[src/rtl/lsu_pkg.sv]
// Shared types for the load/store unit: FSM state encodings and access kinds.
package lsu_pkg;

    typedef enum logic [1:0] {
        ST_IDLE = 2'd0,
        ST_REQ  = 2'd1,
        ST_WAIT = 2'd2,
        ST_DONE = 2'd3
    } lsu_state_e;

    localparam logic ACC_LW = 1'b0;
    localparam logic ACC_SW = 1'b1;

    function automatic logic is_word_aligned(input logic [1:0] byte_lsb);
        return byte_lsb == 2'b00;
    endfunction

endpackage

[src/rtl/lsu_watchdog.sv]
// Clearable cycle counter that flags the cycle whose increment reaches TIMEOUT-1.
module lsu_watchdog #(
    parameter int TIMEOUT = 16
) (
    input  logic clk,
    input  logic reset,
    input  logic clr,
    input  logic en,
    output logic expired
);

    localparam int CW = $clog2(TIMEOUT) + 1;
    localparam logic [CW-1:0] TERM = CW'(TIMEOUT - 1);

    logic [CW-1:0] cnt_q, cnt_d;

    always_comb begin
        cnt_d = cnt_q;
        if (clr)
            cnt_d = '0;
        else if (en && cnt_q != TERM)
            cnt_d = cnt_q + CW'(1);
    end

    always_ff @(posedge clk or posedge reset) begin
        if (reset)
            cnt_q <= '0;
        else
            cnt_q <= cnt_d;
    end

    // Fires in the cycle that would bring the count to TIMEOUT-1, so the FSM
    // leaves REQ/WAIT after exactly TIMEOUT-1 cycles there.
    assign expired = en && !clr && ((cnt_q + CW'(1)) == TERM);

endmodule

[src/rtl/load_store_unit.sv]
// Memory stage: turns one CPU lw/sw into one word-aligned req/gnt/rvalid bus
// transaction, stalling the core until it completes or times out.
module load_store_unit
    import lsu_pkg::*;
#(
    parameter int          ADDR_W   = 30,
    parameter int          TIMEOUT  = 16,
    parameter logic [31:0] ERR_DATA = 32'h0000_0000
) (
    input  logic              clk,
    input  logic              reset,
    input  logic              cpu_req,
    input  logic              cpu_we,
    input  logic [31:0]       cpu_addr,
    input  logic [31:0]       cpu_wdata,
    output logic [31:0]       cpu_rdata,
    output logic              stall,
    output logic              misaligned,
    output logic              bus_err,
    output logic              mem_req,
    output logic              mem_we,
    output logic [ADDR_W-1:0] mem_addr,
    output logic [31:0]       mem_wdata,
    input  logic              mem_gnt,
    input  logic              mem_rvalid,
    input  logic [31:0]       mem_rdata
);

    lsu_state_e        state_q, state_d;
    logic              mem_req_q, mem_req_d;
    logic              mem_we_q, mem_we_d;
    logic [ADDR_W-1:0] mem_addr_q, mem_addr_d;
    logic [31:0]       mem_wdata_q, mem_wdata_d;
    logic [31:0]       rdata_q, rdata_d;
    logic              bus_err_q, bus_err_d;
    logic              stall_c, misaligned_c;
    logic              wd_clr, wd_en, wd_expired;

    lsu_watchdog #(.TIMEOUT(TIMEOUT)) u_watchdog (
        .clk     (clk),
        .reset   (reset),
        .clr     (wd_clr),
        .en      (wd_en),
        .expired (wd_expired)
    );

    always_comb begin
        state_d      = state_q;
        mem_req_d    = mem_req_q;
        mem_we_d     = mem_we_q;
        mem_addr_d   = mem_addr_q;
        mem_wdata_d  = mem_wdata_q;
        rdata_d      = rdata_q;
        bus_err_d    = 1'b0;
        stall_c      = 1'b0;
        misaligned_c = 1'b0;
        wd_clr       = 1'b0;
        wd_en        = 1'b0;

        case (state_q)
            ST_IDLE: begin
                wd_clr = 1'b1;
                if (cpu_req) begin
                    if (is_word_aligned(cpu_addr[1:0])) begin
                        stall_c     = 1'b1;
                        mem_req_d   = 1'b1;
                        mem_we_d    = cpu_we;
                        mem_addr_d  = cpu_addr[ADDR_W+1:2];
                        mem_wdata_d = cpu_wdata;
                        state_d     = ST_REQ;
                    end else begin
                        misaligned_c = 1'b1;
                    end
                end
            end
            ST_REQ: begin
                stall_c = 1'b1;
                wd_en   = 1'b1;
                // Completion is checked before expiry so a coinciding
                // grant/response still counts as a good transfer.
                if (mem_gnt && mem_we_q == ACC_SW) begin
                    mem_req_d = 1'b0;
                    state_d   = ST_DONE;
                end else if (mem_gnt && mem_rvalid) begin
                    rdata_d   = mem_rdata;
                    mem_req_d = 1'b0;
                    state_d   = ST_DONE;
                end else if (wd_expired) begin
                    mem_req_d = 1'b0;
                    bus_err_d = 1'b1;
                    if (mem_we_q == ACC_LW)
                        rdata_d = ERR_DATA;
                    state_d = ST_DONE;
                end else if (mem_gnt) begin
                    mem_req_d = 1'b0;
                    state_d   = ST_WAIT;
                end
            end
            ST_WAIT: begin
                stall_c = 1'b1;
                wd_en   = 1'b1;
                if (mem_rvalid) begin
                    rdata_d = mem_rdata;
                    state_d = ST_DONE;
                end else if (wd_expired) begin
                    rdata_d   = ERR_DATA;
                    bus_err_d = 1'b1;
                    state_d   = ST_DONE;
                end
            end
            ST_DONE: begin
                state_d = ST_IDLE;
            end
            default: begin
                state_d = ST_IDLE;
            end
        endcase
    end

    always_ff @(posedge clk or posedge reset) begin
        if (reset) begin
            state_q     <= ST_IDLE;
            mem_req_q   <= 1'b0;
            mem_we_q    <= 1'b0;
            mem_addr_q  <= '0;
            mem_wdata_q <= '0;
            rdata_q     <= '0;
            bus_err_q   <= 1'b0;
        end else begin
            state_q     <= state_d;
            mem_req_q   <= mem_req_d;
            mem_we_q    <= mem_we_d;
            mem_addr_q  <= mem_addr_d;
            mem_wdata_q <= mem_wdata_d;
            rdata_q     <= rdata_d;
            bus_err_q   <= bus_err_d;
        end
    end

    // Combinational outputs are gated so the core sees no stall during reset.
    assign stall      = stall_c & ~reset;
    assign misaligned = misaligned_c & ~reset;
    assign cpu_rdata  = rdata_q;
    assign bus_err    = bus_err_q;
    assign mem_req    = mem_req_q;
    assign mem_we     = mem_we_q;
    assign mem_addr   = mem_addr_q;
    assign mem_wdata  = mem_wdata_q;

endmodule

[config.mk]
export PLATFORM = sky130hd
export DESIGN_NAME = load_store_unit
export DESIGN_NICKNAME = d
export VERILOG_FILES = /design/src/rtl/lsu_pkg.sv /design/src/rtl/lsu_watchdog.sv /design/src/rtl/load_store_unit.sv
export SDC_FILE = /design/constraint.sdc
export NUM_CORES = 1
export LEC_CHECK = 0
export CORE_UTILIZATION = 41
export DETAILED_ROUTE_END_ITERATION = 10
export PLACE_DENSITY_LB_ADDON = 0.25
export SYNTH_ARGS = -nofsm -noshare
export SYNTH_HDL_FRONTEND = slang
export SYNTH_SLANG_ARGS = --single-unit
[constraint.sdc]
create_clock -name clk -period 5.1 [get_ports clk]
set_input_delay 1.53 -clock clk [delete_from_list [all_inputs] [get_ports clk]]
set_output_delay 1.53 -clock clk [all_outputs]
set_load 0.05 [all_outputs]
==> results.md <==
* DPL Wire Length at 8.62 mm
* Clk Tree Root Cell: clkbuf_16
* Worst skew pair latency at 350 ps
* Top Family by Delay on Critical Path: buffers and inverters
* DR vias at 3769
* Post-synth EDFFs at 0
* Commonest cells in the netlist: dfrtp_1, mux2_2, inv_1, o41ai_1, o311ai_1
* Area contributors post-synth: dfrtp_1, mux2_2, o41ai_1
* Max-Cap Viols at 0
* CP Class: in -> out
* Top FF cell, synth: dfrtp_1
* Slowest cell on the critical path: clkdlybuf4s50_1
* Slowest stage delay, CP at 480 ps
* Core Region at 11000 um2
* Max IR drop VDD at 0.465 mV
* Most numerous cell in the Yosys netlist: dfrtp_1
* Synthesis Warnings at 0
* Seq/Total Area, Yosys at 0.556
* Hold Vio Cnt, Final at 0
* CP bufs+invs at 2
* CP max FO at 2
* Routability cong. at 0.831
* CP endpoint kind: output pin
* Layout cells sized above 1 at 0.176
* CTS buffer count at 9
* # DRC at 0
* Minimum hold slack at 506 ps
* Worst-path clk slew at approximately 70 ps
* Final wirelength at 12.2 mm
* Tightest Pin Transition at 1220 ps
* IO Count at 201
* Dpl cells at 685
* Area of the mapped netlist at 4680 um2
* H-tree Lvls at 3
* Fillers at 906
* Count of final setup violators at 0
* Total power at 0.00505 W
* Library cells used by synthesis at 43
* Max Clk Rate at ~230 MHz
* Setup crit start kind: primary input
* Final layout net count at 665
* Status: completed
* Mapped Nets at 476
* Area leader, netlist: dfrtp_1
* First-pass GRT wire length at just under 20 mm
* Avg Cell Area, Syn at 12.8 um2
* Total track usage at 0.216
* Yosys reg bits at 104
* Largest net degree at the start of global routing at 66
* # resized after CTS at 0
* Period Utilization, post-route at 0.852
* Asr flop ratio synth at 1.00
* Full die area at 11800 um2
* Layout Cells excl Fill at 701
* Vias per cell at ~5.4
* Share of the synthesized area in the top cell type at 0.556
* Grt total ovfl at 0
* Fin util at 0.644
* Req. time, crit path at about 3600 ps
* Diode count at 0
* CTS Hold Bufs at 0
* Post-CTS Setup Repair Bufs at 0
* Unrepaired setup endpoints after global routing: false
* Post-route ant nets at 0
* Die height at 109 um
* CP Cell Sequence: clkdlybuf4s50_1 -> nand2_1 -> nor3_2 -> nor2_1 -> nor3_1 -> buf_12
* CTS Buffer Depth at 2
* Initial DRC Count at 229
* Crit path DAT at 2810 ps
* Area growth syn-to-layout at 51.1%
* Starting density of the core at 0.426
* Initial antenna violation count at 0
* Static leakage at 2.99 nW
* WL/cell at 17.4 um
* Tmin final at between 4000 and 5000 ps
* Site Rows at 38
* Overall die width at 109 um
* Clock sinks at 104
* IO buf count at 200
* Vias in the first global route at 3877
* CTS tree: built
* Syn Inst Count at 367
* Hold crit path type: reg -> reg
* Layout Skew at 6.34 ps
* PwrDens at 714 nW/um2
* Count of pins over their slew limit at 0
* Pre-antenna DRT Iters at 6
* Setup_tns at 0 ps
* Max_slew headroom at 0.188
metrics by stage:
step	setup slack, ps	instance area [um2]
after global routing	642	7070
final	757	7070
after floorplan	298	4680
after global placement	734	6760
after detailed placement	727	6760
after CTS	723	7070
cell usage in the layout, fill, tap and decap left out, types with 4 or more instances in the layout:
master           instances
mux2_2                  62
clkdlybuf4s50_1        198
a21oi_1                  4
clkbuf_16                9
inv_1                   38
buf_4                    9
dfrtp_1                104
o41ai_1                 32
o311ai_1                28
ha_1                     7
nor2b_1                  4
nor2_1                  12
nand2_1                  4
where the power goes:
group | internal [W] | switching, W
combinational | 0.00104 | 0.00192
sequential | 0.00118 | 0.000197
clock | 0.000409 | 0.000305
logic make-up (layout without fill, tap and decap cells):
logic type | Yosys count | in the layout | synth area share
mux | 63 | 63 | 0.151
buf+inv | 69 | 263 | 0.0708
xor+xnor | 5 | 5 | 0.0110
flops | 104 | 104 | 0.556
fa+ha+maj | 7 | 7 | 0.0187
compound gates | 85 | 85 | 0.155
simple gates | 34 | 34 | 0.0369
state kept, by name, summed over array words and instances, names as in the netlist:
| signal | count |
|---|---|
| mem_addr | 30 |
| bus_err | 1 |
| mem_wdata | 32 |
| mem_we | 1 |
| cpu_rdata | 32 |
| u_watchdog.cnt_q | 5 |
| state_q | 2 |
| mem_req | 1 |
metal layers:
metal / vias up / global-route usage / share of wire
li1: 1745 / - / -
met1: 1862 / 0.255 / 0.40
met2: 145 / 0.371 / 0.51
met3: 17 / 0.0687 / 0.072
met4: 0 / 0.0763 / 0.017
met5: - / 0 / 0
worst register-to-register path, delay by kind of cell, from the launching register on:
| kind | cells | cell delay, ps |
|---|---|---|
| simple gates | 4 | 1420 |
| flops | 1 | 420 |
| compound gates | 1 | 390 |
| fa+ha+maj | 2 | 580 |
worst paths after layout:
check                                     from                  end  slack [ps]  cells after the start
setup / recovery                       cpu_req                stall         760                      6
hold / removal                   mem_wdata[27]        mem_wdata[27]         510                      1
setup reg to reg           u_watchdog.cnt_q[0]           state_q[1]        2160                      7
hold reg to reg                  mem_wdata[27]        mem_wdata[27]         510                      1
max in group asynchronous                reset         mem_wdata[2]        2550                      3
min in group asynchronous                reset  u_watchdog.cnt_q[0]        1740                      2
layout make-up:
cell class              count  area (um2)  area share
multi-input cells         194        1770       0.250
flip-flops and latches    104        2600       0.368
clock buffers              12         256      0.0363
clock inverters             4        51.3     0.00725
inverters                  39         149      0.0211
well taps                 140         175      0.0248
repair buffers            208        2070       0.293
Power figures use the tool's default switching activity.
